--- config.mk ---
export PLATFORM = sky130hd
export DESIGN_NAME = core_clock_ctrl
export DESIGN_NICKNAME = d
export VERILOG_FILES = /design/src/rtl/core_clock_pkg.sv /design/src/rtl/core_clock_chan.sv /design/src/rtl/core_clock_gate.sv /design/src/rtl/core_clock_ctrl.sv
export SDC_FILE = /design/constraint.sdc
export NUM_CORES = 1
export LEC_CHECK = 0
export CAP_MARGIN = 40
export CORE_UTILIZATION = 50
export CTS_BUF_LIST = sky130_fd_sc_hd__clkbuf_16
export DETAILED_ROUTE_END_ITERATION = 8
export PLACE_DENSITY = 0.76
export SLEW_MARGIN = 20
export SYNTH_ARGS = -nofsm -noshare
export SYNTH_HDL_FRONTEND = slang
export SYNTH_SLANG_ARGS = --single-unit
--- constraint.sdc ---
create_clock -name g_clk -period 1.9 [get_ports g_clk]
set_input_delay 0.38 -clock g_clk [delete_from_list [all_inputs] [get_ports g_clk]]
set_output_delay 0.38 -clock g_clk [all_outputs]
set_load 0.005 [all_outputs]
--- src/rtl/core_clock_pkg.sv ---
// Shared types and defaults for the core clock-gating controller.
// Channel FSM encoding is fixed so status can be decoded from the state bits.
package core_clock_pkg;

   localparam int unsigned DefaultChannels = 4;
   localparam int unsigned DefaultHoldW    = 4;

   typedef enum logic [1:0] {
      StOff  = 2'd0,
      StWake = 2'd1,
      StOn   = 2'd2,
      StHold = 2'd3
   } chan_state_e;

endpackage

--- src/rtl/core_clock_chan.sv ---
// One gated clock domain: OFF/WAKE/ON/HOLD handshake FSM, idle hold-off counter
// and the clock gate cell it drives.
module core_clock_chan
   import core_clock_pkg::*;
#(
   parameter int unsigned HOLD_W = DefaultHoldW
) (
   input  logic              g_clk,
   input  logic              g_reset,
   input  logic              tst_en,
   input  logic [HOLD_W-1:0] cfg_hold,
   input  logic              req,
   input  logic              force_on,
   output logic              ack,
   output logic              active,
   output logic              is_off,
   output logic              clk_out
);

   chan_state_e       state_q, state_d;
   logic [HOLD_W-1:0] cnt_q, cnt_d;
   logic              r;
   logic              en;
   logic              hold_zero;

   assign r         = req | force_on;
   assign hold_zero = (cfg_hold == '0);

   always_comb begin
      state_d = state_q;
      cnt_d   = cnt_q;
      unique case (state_q)
         StOff: begin
            if (r) begin
               state_d = StWake;
            end
         end
         StWake: begin
            if (r) begin
               state_d = StOn;
            end else if (hold_zero) begin
               state_d = StOff;
            end else begin
               state_d = StHold;
               cnt_d   = cfg_hold;
            end
         end
         StOn: begin
            if (!r) begin
               if (hold_zero) begin
                  state_d = StOff;
               end else begin
                  state_d = StHold;
                  cnt_d   = cfg_hold;
               end
            end
         end
         StHold: begin
            // Clock never stopped in HOLD, so a new request goes straight back to ON.
            if (r) begin
               state_d = StOn;
               cnt_d   = '0;
            end else if (cnt_q <= HOLD_W'(1)) begin
               state_d = StOff;
               cnt_d   = '0;
            end else begin
               cnt_d = cnt_q - HOLD_W'(1);
            end
         end
      endcase
   end

   always_ff @(posedge g_clk) begin
      if (g_reset) begin
         state_q <= StOff;
         cnt_q   <= '0;
      end else begin
         state_q <= state_d;
         cnt_q   <= cnt_d;
      end
   end

   // Reset forces the gate open so the domain sees reset edges.
   assign en      = (state_q != StOff) | g_reset;
   assign active  = en;
   assign ack     = (state_q == StOn) | (state_q == StHold);
   assign is_off  = (state_q == StOff);

   core_clock_gate u_gate (
      .clk     (g_clk),
      .clk_req (en),
      .tst_en  (tst_en),
      .clk_out (clk_out)
   );

endmodule

--- src/rtl/core_clock_gate.sv ---
// Glitch-free clock gate: enable captured in a low-phase latch, ANDed with the clock.
// Formal builds collapse the latch to a plain AND gate.
module core_clock_gate (
   input  logic clk,
   input  logic clk_req,
   input  logic tst_en,
   output logic clk_out
);

`ifdef CLOCK_GATE_NO_LATCH
   assign clk_out = clk & (clk_req | tst_en);
`else
   logic en_latch;

   // Transparent while clk is low so the enable is stable across the high phase.
   always_latch begin
      if (!clk) begin
         en_latch <= clk_req | tst_en;
      end
   end

   assign clk_out = clk & en_latch;
`endif

endmodule

--- src/rtl/core_clock_ctrl.sv ---
// Multi-channel clock-gating controller: one handshake channel per gated domain
// plus a registered global sleep acknowledge.
module core_clock_ctrl
   import core_clock_pkg::*;
#(
   parameter int unsigned CHANNELS = DefaultChannels,
   parameter int unsigned HOLD_W   = DefaultHoldW
) (
   input  logic                g_clk,
   input  logic                g_reset,
   input  logic                tst_en,
   input  logic [HOLD_W-1:0]   cfg_hold,
   input  logic [CHANNELS-1:0] ch_req,
   input  logic [CHANNELS-1:0] ch_force_on,
   output logic [CHANNELS-1:0] ch_ack,
   output logic [CHANNELS-1:0] ch_active,
   output logic [CHANNELS-1:0] clk_out,
   input  logic                sleep_req,
   output logic                sleep_ack
);

   logic [CHANNELS-1:0] ch_off;
   logic                all_idle;
   logic                sleep_ack_q, sleep_ack_d;

   for (genvar i = 0; i < CHANNELS; i++) begin : g_chan
      core_clock_chan #(
         .HOLD_W (HOLD_W)
      ) u_chan (
         .g_clk    (g_clk),
         .g_reset  (g_reset),
         .tst_en   (tst_en),
         .cfg_hold (cfg_hold),
         .req      (ch_req[i]),
         .force_on (ch_force_on[i]),
         .ack      (ch_ack[i]),
         .active   (ch_active[i]),
         .is_off   (ch_off[i]),
         .clk_out  (clk_out[i])
      );
   end

   // A pending request counts as busy so sleep never acks across a wake-up.
   assign all_idle    = (&ch_off) & ~(|(ch_req | ch_force_on));
   assign sleep_ack_d = sleep_req & all_idle;

   always_ff @(posedge g_clk) begin
      if (g_reset) begin
         sleep_ack_q <= 1'b0;
      end else begin
         sleep_ack_q <= sleep_ack_d;
      end
   end

   assign sleep_ack = sleep_ack_q;

endmodule

### Yosys cells after proc, flatten, opt, wreduce, memory -nomap -nowiden

Cells that the tools add are included.

* bits of input ports: 16
* bits in registers: 25
* latch bits: 4
* logic and storage cells: 150
* output and inout port bits: 13

* equality and inequality tests: 32
* reductions and logical operators: 27
* magnitude comparators: 4
* bitwise logic cells: 24
* multiplexer cells: 46
* add/subtract/negate cells: 4

Operator list (count)
* 4-bit two-way mux: 13
* 2-bit two-way mux: 21
* 2-bit inequality test, second input constant: 16
* 2-bit case mux with 4 select lines: 4
* 4-bit case mux with 2 select lines: 4
* 3-bit AND reduction: 8
* 2-bit equality test, second input constant: 8
* 4-bit by 1-bit <= comparator with 1-bit output, second input constant: 4
* 1-bit bitwise OR: 16
* 2-bit nonzero test: 8
* 4-bit by 1-bit subtractor with 4-bit output, second input constant: 4
* 3-bit by 1-bit inequality test with 1-bit output, second input constant: 4
* 2-bit by 1-bit equality test with 1-bit output, second input constant: 4
* 2-bit zero test: 4
* 2-bit OR reduction: 4
* 1-bit AND: 6
* 4-bit zero test: 1
* 1-bit two-way mux: 4
* 4-bit bitwise OR: 1
* 4-bit AND reduction: 1
* 4-bit OR reduction: 1
* 1-bit NOT: 1

### Depth between registers and ports, before layout

Gate-level depths: netlist (run 1).

* depth after elaboration: 5
* depth in mapped cells: 6

### Cells and area by module

Synthesis (run 1) repeated with hierarchy kept, for this count alone.

* cells, all modules: 262
* area total of the unflattened synthesis: 2377.3 um^2

Modules (own cells, without submodules)
* core_clock_chan: area an instance 550.5 um^2, times used 4, cells each 61, sequential area each 120.1 um^2
* core_clock_gate: area an instance 27.5 um^2, times used 4, cells each 3, sequential area each 0.0 um^2
* core_clock_ctrl: area an instance 65.1 um^2, times used 1, cells each 6, sequential area each 20.0 um^2

==> reports/qor.csv, run 1 <==
metric,value,unit
r2r.worst_path.cells,5,
failing_checks,setup timing,
final_critical_path_setup_slack,-479,ps
worstPathCellList,and2_4 -> buf_6,
rsz0062_at_grt,true,
drt-vias-per-instance,5.92,
min_path_type,flop to flop,
cp_max_fo,1,
hold_start,g_chan[0].u_chan.cnt_q[1],
fp-row-count,23,
antenna_found_initial,0,
async_reset_ff_frac,0,
yosys.area.top_type,sky130_fd_sc_hd__dfxtp_1,
critPathArrivalTime,2000,ps
gpl.final_weighted_congestion,0.817,
drive_above_1_share,0.339,
starting_density,0.533,
wl_met2,2920,µm
worst_slew_pin_slew,560,ps
synth_top_area_share,0.230,
wl_per_cell,16.5,µm
synthFlopType,sky130_fd_sc_hd__dfxtp_1,
design.final.nets,352,
port_buffer_count,28,
timing.max_slew.rel_slack,0.626,
postLayoutCoreUtil,0.754,
post-layout-total-power,0.00420,W
yosys.cell_count.top_type,sky130_fd_sc_hd__ha_1,
finalWirelength,5940,µm
synth-seq-cells,29,
synthToLayoutAreaGrowth,41.4,%
synth_enable_flop_cells,0,
status,finished with violations,
fin_cells,360,
timing_max_transition_violations_final,0,
dp_slack,-895,ps
detailroute.via_count,2130,
tritoncts,built,
hold_violations,0,
critical_path.max_stage_delay,390,ps
worst_reg2reg_path_endpoint,g_chan[3].u_chan.u_gate.en_latch,
antenna-diode-count,0,
route.top_layer_used,met4,
hold_depth,1,
maximum_number_of_pins_on_one_net_before_global_route_repair,17,
synth_cell_type_count,42,
remaining_drc_errors,0,
gr-usage-all-layers,0.288,
core,0.00409,mm²
setup.worst_path.start_class,latch,
floorplan.die.height,68.0,µm
die-area,0.00462,mm²
worstSetupEndpointType,output pin,
r2r_setup_slack,0,ps
syn-cell-area,0.00218,mm²
syn-num-nets,291,
maxCapViolations,0,
width_of_the_die,68.0,µm
globalRoute.totalOverflow,0,
netlist_top_cells_area,"sky130_fd_sc_hd__dfxtp_1 23%, sky130_fd_sc_hd__ha_1 16%, sky130_fd_sc_hd__buf_4 4.1%",
worst_r2r_startpoint,g_chan[3].u_chan.state_q[0],
critical_path_class,latch to output pin,
detail_route.wirelength.met1,2500,µm
clk_pin_slew,50,ps
synth.cells.most_frequent,"28 x sky130_fd_sc_hd__ha_1, 25 x sky130_fd_sc_hd__dfxtp_1, 22 x sky130_fd_sc_hd__inv_1, 15 x sky130_fd_sc_hd__nor2_1, 12 x sky130_fd_sc_hd__buf_4",
dp.cells,342,
power.static_leakage,1.35,nW
power.density,1360,mW/mm²
skew,3.33,ps
io_pins,29,
critical-path-slowest-cell,sky130_fd_sc_hd__dlxtn_2,
first_pass_grt_wire_length,9510,µm
cells_after_synth,247,
drtPass1Iterations,4,
dp.final_hpwl,3920,µm
number_of_global_route_vias_before_repair,2163,
tns,-1800,ps
clkLatencyLatePin,390,ps
setup-violations-final,8,
critical_path_required,1520,ps
vdd_ir_drop_max,721,µV
routed-wl-met3,386,µm
yosysWarnings,0,
worstHoldEndpoint,g_chan[0].u_chan.cnt_q[1],
detail-route-antenna-nets,0,
hold_buffers,0,
postSynthAreaPerCell,8.82,µm²
first_iter_violations,179,
stage by stage:
stage	area, µm²	hold slack, ps
2_1_floorplan	2180	495
4_1_cts	3030	526
3_3_place_gp	2680	512
5_1_grt	3080	560
6_report	3080	525
3_5_place_dp	2680	514
layer usage:
| layer | GRT usage | vias up |
|---|---|---|
| met3 | 0.102 | 16 |
| met1 | 0.316 | 997 |
| li1 | - | 1039 |
| met5 | 0 | - |
| met4 | 0.174 | 0 |
| met2 | 0.474 | 78 |
worst max-delay path, delay by kind of cell, from the launching register on:
| kind | cells | cell delay [ps] |
|---|---|---|
| buffers and inverters | 1 | 90 |
| latches | 1 | 390 |
| AND/OR/NAND/NOR | 1 | 140 |
worst max path at each step:
| stage | from | endpoint | slack, ps | cells past startpoint |
|---|---|---|---|---|
| after CTS | g_chan[2].u_chan.u_gate.en_latch | clk_out[2] | -490 | 2 |
| after detailed placement | g_chan[3].u_chan.u_gate.en_latch | clk_out[3] | -900 | 2 |
| after global routing | g_chan[2].u_chan.u_gate.en_latch | clk_out[2] | -500 | 2 |
| after floorplan | g_reset | g_chan[3].u_chan.u_gate.en_latch | 0 | 4 |
| final | g_chan[2].u_chan.u_gate.en_latch | clk_out[2] | -480 | 2 |
| after global placement | g_chan[3].u_chan.u_gate.en_latch | clk_out[3] | -880 | 2 |
cell type report:
type	count	area, µm²
Sequential cell	29	582
Inverter	22	92.6
Timing Repair Buffer	66	538
Fill cell	298	1010
Multi-Input combinational cell	176	1540
Clock buffer	13	251
Clock inverter	4	16.3
Tap cell	50	62.6
cell families after synthesis:
family,Yosys count,share of synthesized area
AO/OA/AOI/OAI,77,0.298
adder cells (fa/ha/maj),28,0.161
buffers and inverters,42,0.0931
flip-flops,25,0.230
latches,4,0.0276
multiplexers,4,0.0184
AND/OR/NAND/NOR,67,0.172
power by group:
group / internal [W] / leakage [nW] / switching (W)
Clock: 0.000959 / 0.154 / 0.000421
Sequential: 0.000784 / 0.243 / 0.000202
Combinational: 0.000934 / 0.951 / 0.000898
flip-flops by register name (all words and copies together), names as in the netlist:
register                       count
g_chan.u_chan.state_q              8
sleep_ack                          1
g_chan.u_chan.u_gate.en_latch      4
g_chan.u_chan.cnt_q               16
cell usage in the layout (no fill, tap or decap), types with 3 or more instances in the layout:
cell type	n
sky130_fd_sc_hd__mux2i_1	4
sky130_fd_sc_hd__clkbuf_16	9
sky130_fd_sc_hd__a21oi_1	9
sky130_fd_sc_hd__inv_1	14
sky130_fd_sc_hd__nor2_1	15
sky130_fd_sc_hd__a21o_1	5
sky130_fd_sc_hd__buf_4	42
sky130_fd_sc_hd__clkdlybuf4s50_1	15
sky130_fd_sc_hd__nor3_1	6
sky130_fd_sc_hd__a311oi_1	3
sky130_fd_sc_hd__o221ai_1	6
sky130_fd_sc_hd__o32ai_1	3
sky130_fd_sc_hd__ha_1	18
sky130_fd_sc_hd__nand2_1	11
sky130_fd_sc_hd__dlygate4sd2_1	4
sky130_fd_sc_hd__ha_4	6
sky130_fd_sc_hd__inv_2	5
sky130_fd_sc_hd__nand2b_1	4
sky130_fd_sc_hd__nand4b_1	5
sky130_fd_sc_hd__inv_4	4
sky130_fd_sc_hd__o21ai_0	9
sky130_fd_sc_hd__or3_1	4
sky130_fd_sc_hd__dfxtp_1	17
sky130_fd_sc_hd__and2_1	6
sky130_fd_sc_hd__nor2b_1	4
sky130_fd_sc_hd__ha_2	4
sky130_fd_sc_hd__o22ai_1	7
sky130_fd_sc_hd__dfxtp_2	4
sky130_fd_sc_hd__dlxtn_1	3
sky130_fd_sc_hd__a32o_1	8
sky130_fd_sc_hd__buf_2	4
sky130_fd_sc_hd__dfxtp_4	4
sky130_fd_sc_hd__o211a_1	6
sky130_fd_sc_hd__or2_2	6
repair_timing:
| action | in CTS | in global routing |
|---|---|---|
| setup endpoints to repair | 16 | 19 |
| gates resized for setup | 63 | 18 |
| setup buffers | 5 | 0 |
| pin swaps | 5 | 0 |
No activity file was read; power rests on OpenSTA's default activity.
==> run 2: changes to the inputs <==
--- a/config.mk
+++ b/config.mk
@@ -9,6 +9,7 @@
 export CORE_UTILIZATION = 50
 export CTS_BUF_LIST = sky130_fd_sc_hd__clkbuf_16
 export DETAILED_ROUTE_END_ITERATION = 8
+export GPL_ROUTABILITY_DRIVEN = 0
 export PLACE_DENSITY = 0.76
 export SLEW_MARGIN = 20
 export SYNTH_ARGS = -nofsm -noshare
==> constraint.sdc (replaced) <==
create_clock -name g_clk -period 2 [get_ports g_clk]
set_input_delay 0.6 -clock g_clk [delete_from_list [all_inputs] [get_ports g_clk]]
set_output_delay 0.6 -clock g_clk [all_outputs]
set_load 0.005 [all_outputs]
==> reports/qor.csv, run 2 (synthesis results as in run 1) <==
metric,value,unit
dp.final_hpwl,3950,µm
core,0.00409,mm²
antenna-diode-count,0,
setup-violations-final,8,
post-layout-total-power,0.00420,W
power.density,1330,mW/mm²
synthToLayoutAreaGrowth,44.3,%
largestRegisters,"g_chan.u_chan.cnt_q x16, g_chan.u_chan.state_q x8, g_chan.u_chan.u_gate.en_latch x4",
port_buffer_count,28,
hold_violations,0,
fp-row-count,23,
placedInstanceArea,0.00271,mm²
most-common-layout-cells,"42 x sky130_fd_sc_hd__buf_4, 18 x sky130_fd_sc_hd__ha_1, 17 x sky130_fd_sc_hd__dfxtp_1, 16 x sky130_fd_sc_hd__inv_1",
drive_above_1_share,0.351,
critical_path.max_stage_delay,380,ps
number_of_global_route_vias_before_repair,2159,
wl_per_cell,16.9,µm
rsz0062_at_grt,true,
maximum_number_of_pins_on_one_net_before_global_route_repair,17,
detailroute.via_count,2181,
setup.worst_path.start_class,latch,
drt-vias-per-instance,6.01,
critical_path_required,1400,ps
first_iter_violations,147,
cp_max_fo,1,
largest_register_ffs,16,
worstSetupEndpointType,output pin,
width_of_the_die,68.0,µm
tritoncts,built,
tns,-2440,ps
dp.cells,345,
critical-path-slowest-cell,sky130_fd_sc_hd__dlxtn_1,
die-area,0.00462,mm²
finish.instance_area,0.00314,mm²
worst_slew_pin_slew,671,ps
failing_checks,setup timing,
vdd_ir_drop_max,976,µV
antenna_found_initial,0,
fin_cells,363,
timing_max_transition_violations_final,0,
worstPathCellList,and2_1 -> buf_2,
dp_slack,-1070,ps
first_pass_grt_wire_length,9580,µm
starting_density,0.533,
layout.filler_cells,294,
clkLatencyLatePin,390,ps
globalRoute.totalOverflow,0,
critical_path_class,latch to output pin,
detail-route-antenna-nets,0,
maxCapViolations,0,
clk_pin_slew,50,ps
min_path_type,flop to flop,
design.final.nets,356,
timing.max_slew.rel_slack,0.552,
skew,2.92,ps
layout.cells.most_common,sky130_fd_sc_hd__buf_4,
hold_buffers,0,
final_critical_path_setup_slack,-618,ps
floorplan.die.height,68.0,µm
finalWirelength,6120,µm
regMostFlops,g_chan.u_chan.cnt_q,
status,finished with violations,
gr-usage-all-layers,0.287,
drtPass1Iterations,4,
critPathArrivalTime,2020,ps
io_pins,29,
remaining_drc_errors,0,
power.static_leakage,1.38,nW
==> run 2: path summary, 6_finish.rpt <==
kind | from | endpoint | slack (ps) | depth (start not counted)
worst max-delay path | g_chan[2].u_chan.u_gate.en_latch | clk_out[2] | -620 | 2
worst min-delay path | g_chan[0].u_chan.cnt_q[1] | g_chan[0].u_chan.cnt_q[1] | 520 | 1
worst max register to register | g_chan[3].u_chan.state_q[0] | g_chan[3].u_chan.u_gate.en_latch | 0 | 6
worst min register to register | g_chan[0].u_chan.cnt_q[1] | g_chan[0].u_chan.cnt_q[1] | 520 | 1
==> run 2: cell type report <==
type,count,area (µm²),share of cell area
Multi-Input combinational cell,176,1560,0.496
Inverter,22,87.6,0.0279
Clock inverter,3,37.5,0.0119
Timing Repair Buffer,70,579,0.184
Sequential cell,29,573,0.182
Clock buffer,13,245,0.0780
Tap cell,50,62.6,0.0199
==> run 2: through the flow <==
stage               utilization  hold WS [ps]
global route              0.769           557
floorplan                     -           495
finish                    0.769           522
CTS                       0.747           530
global placement          0.664           507
detailed placement        0.664           517
==> run 2: repair_timing <==
item,4_1_cts,5_1_grt
hold endpoints to repair,0,0
gates resized for setup,64,21
setup buffers,6,1
endpoints found under the setup margin,16,23
pin swaps,1,3
==> run 2: worst max-delay path, delay by kind of cell, from the launching register on <==
kind	cells	cell delay (ps)
and+or+nand+nor	1	110
latches	1	380
buffers and inverters	1	100
==> run 2: per-layer routing <==
metal | track usage | vias to the layer above | routed length [µm] | part of all wire
met5 | 0 | - | 0 | 0
met4 | 0.161 | 0 | 115 | 0.019
met3 | 0.100 | 13 | 416 | 0.068
met2 | 0.461 | 81 | 2920 | 0.48
met1 | 0.330 | 1046 | 2670 | 0.44
li1 | - | 1041 | - | -
==> run 2: power by group <==
part | switching [W] | leakage [nW] | internal, W
Combinational | 0.000909 | 0.978 | 0.000978
Sequential | 0.000188 | 0.242 | 0.000738
Clock | 0.000380 | 0.158 | 0.00100
Total | 0.00148 | 1.38 | 0.00272
